`config.mk`:
```
export PLATFORM = sky130hd
export DESIGN_NAME = music_player_flat
export DESIGN_NICKNAME = d
export VERILOG_FILES = /design/src/rtl/music_pkg.sv /design/src/rtl/music_player_if.sv /design/src/rtl/tone_gen.sv /design/src/rtl/music_player.sv /design/src/flat_wrapper.sv
export SDC_FILE = /design/constraint.sdc
export NUM_CORES = 1
export LEC_CHECK = 0
export ABC_AREA = 1
export ABC_CLOCK_PERIOD_IN_PS = 3030
export CORE_ASPECT_RATIO = 0.75
export CORE_MARGIN = 5
export CORE_UTILIZATION = 25
export DETAILED_ROUTE_END_ITERATION = 10
export PLACE_DENSITY = 0.39
export SLEW_MARGIN = 40
export SYNTH_ARGS = -nofsm -noshare
export SYNTH_HDL_FRONTEND = slang
export SYNTH_HIERARCHICAL = 1
export SYNTH_SLANG_ARGS = --single-unit
```
`constraint.sdc`:
```
create_clock -name clk -period 3.03 [get_ports clk]
set_input_delay 0.4545 -clock clk [delete_from_list [all_inputs] [get_ports clk]]
set_output_delay 0.4545 -clock clk [all_outputs]
set_load 0.01 [all_outputs]
```
`src/rtl/music_pkg.sv`:
```
// music_pkg: shared definitions for the music player sequencer.
//   - bit positions of the 12-bit note word (note code / duration)
//   - sequencer FSM state encoding
//   - note_half_period(): base half-period table, equal-tempered scale,
//     code 1 is the lowest pitch (longest half-period), code 0 is a rest.
package music_pkg;

    localparam int NOTE_MSB = 11;
    localparam int NOTE_LSB = 6;
    localparam int DUR_MSB  = 5;
    localparam int DUR_LSB  = 0;

    typedef enum logic [2:0] {
        IDLE,
        FETCH,
        WAIT,
        LOAD,
        PLAY,
        END
    } state_t;

    // 255 * 2^(-(code-1)/12), rounded; one semitone per code step.
    localparam logic [7:0] HP_TABLE [0:63] = '{
        8'd0,
        8'd255, 8'd241, 8'd227, 8'd214, 8'd202, 8'd191, 8'd180, 8'd170, 8'd161, 8'd152, 8'd143, 8'd135,
        8'd128, 8'd120, 8'd114, 8'd107, 8'd101, 8'd96,  8'd90,  8'd85,  8'd80,  8'd76,  8'd72,  8'd68,
        8'd64,  8'd60,  8'd57,  8'd54,  8'd51,  8'd48,  8'd45,  8'd43,  8'd40,  8'd38,  8'd36,  8'd34,
        8'd32,  8'd30,  8'd28,  8'd27,  8'd25,  8'd24,  8'd23,  8'd21,  8'd20,  8'd19,  8'd18,  8'd17,
        8'd16,  8'd15,  8'd14,  8'd13,  8'd13,  8'd12,  8'd11,  8'd11,  8'd10,  8'd9,   8'd9,   8'd8,
        8'd8,   8'd8,   8'd7
    };

    function automatic logic [7:0] note_half_period(input logic [5:0] code);
        return HP_TABLE[code];
    endfunction

endpackage

```
`src/rtl/music_player_if.sv`:
```
// music_player_if: control and ROM-bus signals of the music player.
//   play_i/stop_i/loop_i : game controller commands
//   rom_addr_o/rom_data_i: registered synchronous ROM read port
//   audio_o/busy_o/done_o: audio pin and status
// master = the player, slave = its environment (controller + ROM).
interface music_player_if #(
    parameter int ADDR_WIDTH = 10,
    parameter int DATA_WIDTH = 12
);
    logic                  play_i;
    logic                  stop_i;
    logic                  loop_i;
    logic [ADDR_WIDTH-1:0] rom_addr_o;
    logic [DATA_WIDTH-1:0] rom_data_i;
    logic                  audio_o;
    logic                  busy_o;
    logic                  done_o;

    modport master (
        input  play_i, stop_i, loop_i, rom_data_i,
        output rom_addr_o, audio_o, busy_o, done_o
    );

    modport slave (
        output play_i, stop_i, loop_i, rom_data_i,
        input  rom_addr_o, audio_o, busy_o, done_o
    );
endinterface

```
`src/rtl/tone_gen.sv`:
```
// tone_gen: square-wave generator.
//   clk, rst_n   : clock, asynchronous active-low reset
//   enable       : run the half-period counter; when low the output is held 0
//   reload       : phase reset (counter and output cleared)
//   half_period  : cycles per output level
//   square       : registered square wave; first toggle after one full half-period
module tone_gen #(
    parameter int HP_W = 8
) (
    input  logic            clk,
    input  logic            rst_n,
    input  logic            enable,
    input  logic            reload,
    input  logic [HP_W-1:0] half_period,
    output logic            square
);
    logic [HP_W-1:0] cnt;
    logic [HP_W-1:0] last;

    assign last = half_period - HP_W'(1);

    always_ff @(posedge clk or negedge rst_n) begin
        if (!rst_n) begin
            cnt    <= '0;
            square <= 1'b0;
        end else if (reload || !enable) begin
            cnt    <= '0;
            square <= 1'b0;
        end else if (cnt == last) begin
            cnt    <= '0;
            square <= ~square;
        end else begin
            cnt    <= cnt + HP_W'(1);
        end
    end
endmodule

```
`src/rtl/music_player.sv`:
```
// music_player: ROM-driven note sequencer producing a square-wave audio output.
//   clk, rst_n : clock, asynchronous active-low reset
//   bus        : music_player_if.master
//                play_i/stop_i/loop_i in, rom_addr_o out, rom_data_i in,
//                audio_o, busy_o, done_o out
// Each 12-bit word is {note[5:0], duration[5:0]}; duration 0 ends the song.
// A note lasts duration*TICK_DIV cycles, preceded by a 3-cycle fetch gap.
module music_player
    import music_pkg::*;
#(
    parameter int ADDR_WIDTH = 10,
    parameter int DATA_WIDTH = 12,
    parameter int TICK_DIV   = 1_562_500,
    parameter int HP_SHIFT   = 4
) (
    input  logic clk,
    input  logic rst_n,
    music_player_if.master bus
);
    localparam int TICK_W = (TICK_DIV > 1) ? $clog2(TICK_DIV) : 1;
    localparam int HP_W   = 8 + HP_SHIFT;
    localparam logic [TICK_W-1:0] TICK_LAST = TICK_W'(TICK_DIV - 1);

    state_t                state, next_state;
    logic [ADDR_WIDTH-1:0] addr;
    logic [DATA_WIDTH-1:0] word;
    logic [5:0]            word_note, word_dur;
    logic [5:0]            note, dur_rem;
    logic [TICK_W-1:0]     presc;
    logic                  done;
    logic                  busy, tone_en, tone_reload, tone_out;
    logic                  tick_wrap, note_end, addr_last, aborting;
    logic [HP_W-1:0]       half_period;

    assign word      = bus.rom_data_i;
    assign word_note = word[NOTE_MSB:NOTE_LSB];
    assign word_dur  = word[DUR_MSB:DUR_LSB];
    assign tick_wrap = (presc == TICK_LAST);
    assign note_end  = tick_wrap && (dur_rem == 6'd1);
    assign addr_last = &addr;
    assign aborting  = bus.stop_i && (state != IDLE);

    always_ff @(posedge clk or negedge rst_n) begin
        if (!rst_n) state <= IDLE;
        else        state <= next_state;
    end

    always_comb begin
        next_state = state;
        if (aborting) begin
            next_state = IDLE;
        end else begin
            case (state)
                IDLE:    if (bus.play_i && !bus.stop_i) next_state = FETCH;
                FETCH:   next_state = WAIT;
                WAIT:    next_state = LOAD;
                LOAD:    next_state = (word_dur == 6'd0) ? END : PLAY;
                PLAY:    if (note_end) next_state = addr_last ? END : FETCH;
                END:     next_state = bus.loop_i ? FETCH : IDLE;
                default: next_state = IDLE;
            endcase
        end
    end

    // The tone is disabled on the last PLAY cycle so audio is already 0
    // in the first cycle after PLAY, whatever the exit reason.
    always_comb begin
        busy        = (state != IDLE);
        tone_en     = (state == PLAY) && (next_state == PLAY) && (note != 6'd0);
        tone_reload = (state == LOAD);
    end

    always_ff @(posedge clk or negedge rst_n) begin
        if (!rst_n) begin
            addr    <= '0;
            note    <= '0;
            dur_rem <= '0;
            presc   <= '0;
            done    <= 1'b0;
        end else begin
            done <= 1'b0;
            if (aborting) begin
                done <= 1'b1;
            end else begin
                case (state)
                    IDLE: if (bus.play_i && !bus.stop_i) addr <= '0;
                    LOAD: if (word_dur != 6'd0) begin
                        note    <= word_note;
                        dur_rem <= word_dur;
                        presc   <= '0;
                    end
                    PLAY: if (tick_wrap) begin
                        presc   <= '0;
                        dur_rem <= dur_rem - 6'd1;
                        // at all ones the song ends instead, so no wrap
                        if (dur_rem == 6'd1 && !addr_last) addr <= addr + ADDR_WIDTH'(1);
                    end else begin
                        presc   <= presc + TICK_W'(1);
                    end
                    END: if (bus.loop_i) addr <= '0;
                         else            done <= 1'b1;
                    default: ;
                endcase
            end
        end
    end

    assign half_period = HP_W'(note_half_period(note)) << HP_SHIFT;

    tone_gen #(.HP_W(HP_W)) u_tone (
        .clk        (clk),
        .rst_n      (rst_n),
        .enable     (tone_en),
        .reload     (tone_reload),
        .half_period(half_period),
        .square     (tone_out)
    );

    assign bus.rom_addr_o = addr;
    assign bus.audio_o    = tone_out;
    assign bus.busy_o     = busy;
    assign bus.done_o     = done;
endmodule

```
`src/flat_wrapper.sv`:
```
// flat-port wrapper written by rule: the top's interface ports become plain ports
module music_player_flat import music_pkg::*;
#(
    parameter int ADDR_WIDTH = 10,
    parameter int DATA_WIDTH = 12,
    parameter int TICK_DIV   = 1_562_500,
    parameter int HP_SHIFT   = 4
)
  (clk, rst_n, bus_play_i, bus_stop_i, bus_loop_i, bus_rom_data_i, bus_rom_addr_o, bus_audio_o, bus_busy_o, bus_done_o);
  music_player_if #(.ADDR_WIDTH(ADDR_WIDTH), .DATA_WIDTH(DATA_WIDTH)) bus_i ();
  input  logic clk;
  input  logic rst_n;
  input wire logic [$bits(bus_i.play_i)-1:0] bus_play_i;
  input wire logic [$bits(bus_i.stop_i)-1:0] bus_stop_i;
  input wire logic [$bits(bus_i.loop_i)-1:0] bus_loop_i;
  input wire logic [$bits(bus_i.rom_data_i)-1:0] bus_rom_data_i;
  output wire logic [$bits(bus_i.rom_addr_o)-1:0] bus_rom_addr_o;
  output wire logic [$bits(bus_i.audio_o)-1:0] bus_audio_o;
  output wire logic [$bits(bus_i.busy_o)-1:0] bus_busy_o;
  output wire logic [$bits(bus_i.done_o)-1:0] bus_done_o;
  assign bus_i.play_i = bus_play_i;
  assign bus_i.stop_i = bus_stop_i;
  assign bus_i.loop_i = bus_loop_i;
  assign bus_i.rom_data_i = bus_rom_data_i;
  assign bus_rom_addr_o = bus_i.rom_addr_o;
  assign bus_audio_o = bus_i.audio_o;
  assign bus_busy_o = bus_i.busy_o;
  assign bus_done_o = bus_i.done_o;
  music_player #(.ADDR_WIDTH(ADDR_WIDTH), .DATA_WIDTH(DATA_WIDTH), .TICK_DIV(TICK_DIV), .HP_SHIFT(HP_SHIFT)) u_core (.clk(clk), .rst_n(rst_n), .bus(bus_i));
endmodule
```
==> impl_metrics.ini <==
[clock_network]
cts_sinks = 60
cts_made_buffers = 9
cts_tree = done
htreeDepth = 3
max-clock-path-buffers = 2
clk_pin_slew_ps = 60
clk_latency_ps = 330
holdBufCountCts = 0
root_buffer = clkbuf_16

[layout]
final_util = 0.302
fill_cells = 2114
layout-drive-gt1-share = 0.118
area_delta_synth_final_pct = 19.0
fin_cells = 1026
insertedDiodeCount = 0
nNetsFinal = 804

[die]
pin_count = 30
coreArea_mm2 = 0.0193
rows = 44
die_w_um = 171
initial_core_util = 0.253
die_area_mm2 = 0.0225
die_height_um = 131

[power_and_ir_drop]
power.share.clock = 0.215
swShare = 0.477
pwr-share-seq = 0.247
p_int_mw = 2.48
ir_worst_vdd_mv = 0.275
p_switching_mw = 2.27
power_density_mw_per_mm2 = 817
combPwrFrac = 0.538
power.leakage_nw = 2.69

[routing]
routed-wl-met2_um = 5640
highest_layer = met4
remaining_drc_errors = 0
wl_met1_um = 7170
ant_nets = 0
wl_met3_um = 608
routed_via_density = 4.57
num_vias = 4690
routedWlPerCell_um = 13.2
drt_wl_total_um = 13600
drtIter0Drc = 385
first_pass_iters = 5

[sta]
finalCritPeriodShare = 0.890
setup_tns_ps = 0
period_needed_ps = 2700
hold_viol_final = 0
slew_headroom = 0.608
clock_skew_ps = 7.98
setup_violations = 0
rsz0062_at_grt = false
fmax_mhz = 371
tightest_slew_ps = 584
timing.hold.ws_ps = 50.6
slew_violations = 0
layout_setup_ws_ps = 335

[place]
gp_congestion = 0.871
numPortBuffers = 29
hpwl_um = 10200
dp.cells = 1011
pre_cts_slack_ps = 187

[global_route]
grt_max_degree = 32
grt_remaining_overflow = 0
grt_use_total = 0.125
grt_pass1_vias = 4437
grt_antenna_before_repair = 0
grt_pass1_wl_um = 22500

[run_status]
status = finished clean

[logic_synthesis]
synth.yosys.seq_area_share = 0.307
synth_cell_types = 46
async_reset_ff_frac = 1.00
synth.top_cell.area_share = 0.307
netlist_top_cells_area = dfrtp_1 31%, nand2_1 16%, nor2_1 7.2%, inv_1 5.7%, nand3_1 5.3%
synth_seq_cells = 60
syn_area_mm2 = 0.00488
synthAdderAreaFrac = 0.0461
syn_area_per_cell_um2 = 6.74
synth-edff-count = 0
synth_cells = 725
synth-simple-area-share = 0.415
synth_top_family_by_area = simple AND/OR/NAND/NOR gates
post_synth_mux_area_share = 0.00205
yosysTopAreaCell = dfrtp_1
ys_warn_count = 6
synthFlopType = dfrtp_1
synth_compound_area_frac = 0.0984
synth_xor_area_frac = 0.0377

[worst_hold_path]
min-delay-path-class = in -> async

[setup_path]
worstSetupPathType = reg -> reg
cp_max_fo = 12
cp.required_ps = 3300
cpMaxStageDelayCell = dfrtp_1
end_kind = flop
arrival_ps = 2970
path_cells = buf_4 > ha_1 > o21ai_0 > nand2_1 > nand3_1 > nand3_1 > o21ai_1 > inv_1 > nor2_2 > nand2_4 > nor2_4 > nand3_1 > nand2_1 > nand3_1 > nor2_2 > nand3_2 > nand2_8 > nand2_1 > nand2_1
slowest_delay_ps = 410
crit_path_start_kind = flop

[job]
cap_violations = 0
## worst max-delay path, delay by kind of cell (launching register included)
family                     cells  cell delay [ps]
AOI/OAI and AO/OA              2              340
adders and majority gates      1              230
buffers and inverters          2              300
DFF                            1              410
and+or+nand+nor               14             1320
## registers in the layout, indices dropped and copies added (netlist names)
signal and count:
u_core/presc 21, u_core/note 6, u_core/dur_rem 6, u_core/u_tone/square 1
u_core/bus.rom_addr_o 10, u_core/bus.done_o 1, u_core/u_tone/cnt 12, u_core/state 3
## cell type report
cell class	instances	area [µm²]	area share
repair buffers	43	390	0.0672
inverters	82	310	0.0534
well taps	253	317	0.0545
flip-flops and latches	60	1500	0.258
multi-input cells	573	3000	0.516
clock inverters	5	52.6	0.00904
clock buffers	10	239	0.0411
## cells in the mapped netlist (2+ instances only)
cell type  count
inv_1         74
buf_1          2
nand2_2        9
a21oi_1       27
buf_6          3
o21ai_1        5
dfrtp_1       60
nor2_2        16
nand3_2        5
xnor2_1        5
o21ai_0       21
nand4_1       29
o221ai_1       3
ha_1          18
xor2_1        16
o21ai_2        3
nor2_4         4
nand2_4        7
or2_2          2
clkbuf_1       4
nand3_1       52
buf_4          4
buf_2          7
nor2_1        94
nor3_1        10
o211ai_1       5
inv_2          7
nand3b_1       5
a31oi_1        5
o21bai_1       3
nand2_1      205
## through the flow
stage	area (µm²)	total power, mW
after floorplan	4930	3.02
after global placement	5490	3.70
after detailed placement	5490	3.68
after CTS	5790	4.76
after global routing	5810	5.20
final	5810	4.75
## power groups by stage
stage               Combinational (mW)  Sequential [mW]  Clock, mW
finish                            2.56             1.17       1.02
global route                      2.92             1.20       1.08
detailed placement                2.50             1.18          0
CTS                               2.52             1.17       1.07
global placement                  2.52             1.18          0
floorplan                         1.87             1.16          0
## metal layers
metal | GRT usage | vias to the layer above
li1 | - | 2418
met1 | 0.181 | 2149
met2 | 0.188 | 110
met3 | 0.0325 | 13
met4 | 0.0275 | 0
met5 | 0 | -
## timing repair
action | 4_1_cts | 5_1_grt
setup endpoints to repair | 0 | 12
buffers inserted | 0 | 0
gates resized for setup | 0 | 6
## cells in the final DEF (no fill, tap or decap), types with 6 or more instances in the layout
| cell | n |
|---|---|
| nand2_1 | 205 |
| nor2_1 | 93 |
| inv_1 | 74 |
| dfrtp_1 | 60 |
| nand3_1 | 52 |
| nand4_1 | 29 |
| clkdlybuf4s50_1 | 28 |
| a21oi_1 | 26 |
| o21ai_0 | 20 |
| ha_1 | 18 |
| nor2_2 | 17 |
| xor2_1 | 16 |
| buf_4 | 14 |
| conb_1 | 13 |
| clkbuf_16 | 9 |
| nor3_1 | 9 |
| nand2_2 | 8 |
| inv_2 | 7 |
| nand2_4 | 7 |
| o21ai_1 | 6 |
## cells by family (layout without fill, tap and decap cells)
group                    Yosys count  in the layout
other                              1             13
multiplexers                       1              1
XOR/XNOR                          21             21
buffers and inverters            104            140
AND/OR/NAND/NOR                  440            440
flip-flops                        60             60
AO/OA/AOI/OAI                     80             80
adder cells (fa/ha/maj)           18             18
## worst paths after layout
kind	startpoint	end	slack (ps)	cells after the start
worst min-delay path	rst_n	u_core/dur_rem[2]	50	1
max in group asynchronous	rst_n	u_core/note[4]	2260	2
worst min register to register	u_core/dur_rem[3]	u_core/dur_rem[3]	520	2
worst max register to register	u_core/note[1]	u_core/u_tone/square	330	19
min in group clk	u_core/dur_rem[3]	u_core/dur_rem[3]	520	2
worst max-delay path	u_core/note[1]	u_core/u_tone/square	330	19
Note: power is estimated with default switching activity, not from simulation.
==> variant (config.mk and constraints unchanged) <==
`HP_SHIFT` is set to 4 in 2 places; all go to 2.
--- a/src/rtl/music_player.sv
+++ b/src/rtl/music_player.sv
@@ -13,3 +13,3 @@
     parameter int TICK_DIV   = 1_562_500,
-    parameter int HP_SHIFT   = 4
+    parameter int HP_SHIFT   = 2
 ) (
--- a/src/flat_wrapper.sv
+++ b/src/flat_wrapper.sv
@@ -6,3 +6,3 @@
     parameter int TICK_DIV   = 1_562_500,
-    parameter int HP_SHIFT   = 4
+    parameter int HP_SHIFT   = 2
 )
Function: no difference found for any inputs over 10 cycles, from zero or initial values and one cycle with rst_n low; that may be too few to reach the edited logic, so the function may still have changed.
==> variant against the unedited design <==
Area after synthesis fell by 5.1%. Core utilization barely moved. Worst setup slack improved by 4.3 ps. Wire length fell by 2.2%. Power barely moved. Sequential cell count fell by 2. Design area fell by 4.9%. Sequential share of layout area rose by 0.43 points. Critical endpoint is now u_core/u_tone/cnt[5]$_DFF_PN0_. Largest cell class unchanged. Highest routed layer unchanged.
==> variant: results (changes against the unedited design) <==
{| class="wikitable"
! Metric !! Value
|-
| Sequential-to-total area share from yosys stat || 0.3131 (+0.005635)
|-
| Placer Congestion || 0.8805 (+1.1%)
|-
| CP arrival || 2910 ps (-60 ps)
|-
| Number of sequential storage elements || 58 (-3.3%)
|-
| Vias per inst || 4.495 (-1.7%)
|-
| Worst vdd rail ir drop || 265.6 uV (-3.4%)
|-
| Fin Clk Skew || 6.773 ps (-1.205 ps)
|-
| Clock Buffer Count || 12 (+2)
|-
| Number of signal-net inverters in the final layout || 83 (+1.2%)
|-
| Number of instances in the synthesized netlist || 699 (-3.6%)
|-
| Global Route Usage Sum || 0.1297 (+0.004423)
|-
| Lkg Pwr || 2.582 nW (-4.0%)
|-
| Total Nets Final || 772 (-4.0%)
|-
| GR Util met3 || 0.03699 (+0.004510)
|-
| Maximum fanout along the worst path || 10 (-2)
|-
| Transition time of the tightest slew-check pin || 685.2 ps (+101.1 ps)
|-
| Global-route wire length before repair || 22.64 mm (+0.46%)
|-
| Adder-Cell Fraction of Synth Area || 0.04858 (+0.002465)
|-
| Share of the final layout cell area in multi-input gates || 0.4997 (-0.01671)
|-
| Relative area of non-clock buffer cells in the final design || 0.07293 (+0.005750)
|-
| Critical path endpoint || u_core/u_tone/cnt[5]$_DFF_PN0_
|-
| Internal || 0.002472 W (-0.37%)
|-
| Number of filler instances in the final layout || 1,998 (-5.5%)
|-
| Hold Slack || 160.6 ps (+110.1 ps)
|-
| Commonest cells post-synth || 193 x sky130_fd_sc_hd__nand2_1, 111 x sky130_fd_sc_hd__nor2_1, 77 x sky130_fd_sc_hd__inv_1
|-
| Vias in the first global route || 4,349 (-2.0%)
|-
| Run status || complete, no violations
|}
## variant: changes by cell type after synthesis, sizes merged, moves of 2 or more
cell	before	now
nand2	221	206
nand3	57	54
nand3b	5	2
dfrtp	60	58
nor2	115	117
nor3	10	8
o21ai	29	27
xnor2	5	7
## variant: metal layers
layer,share of wire,wire (um)
met3,0.046,610
met4,0.0060,79
met5,0,0
met1,0.56,7359
met2,0.39,5199
## variant: power by group through the flow
stage / logic [W] / registers (W) / clock network, W
5_1_grt: 0.00299 / 0.00117 / 0.00109
3_5_place_dp: 0.00257 / 0.00115 / 0
6_report: 0.00260 / 0.00114 / 0.00102
4_1_cts: 0.00259 / 0.00114 / 0.00107
2_1_floorplan: 0.00188 / 0.00113 / 0
3_3_place_gp: 0.00260 / 0.00114 / 0
## variant: stage by stage
step	worst slack [ps]	power [W]
final	339.0	0.004752
after global routing	101.1	0.005246
after CTS	381.1	0.004791
after detailed placement	391.1	0.003721
after global placement	400.8	0.003745
after floorplan	484.5	0.003011
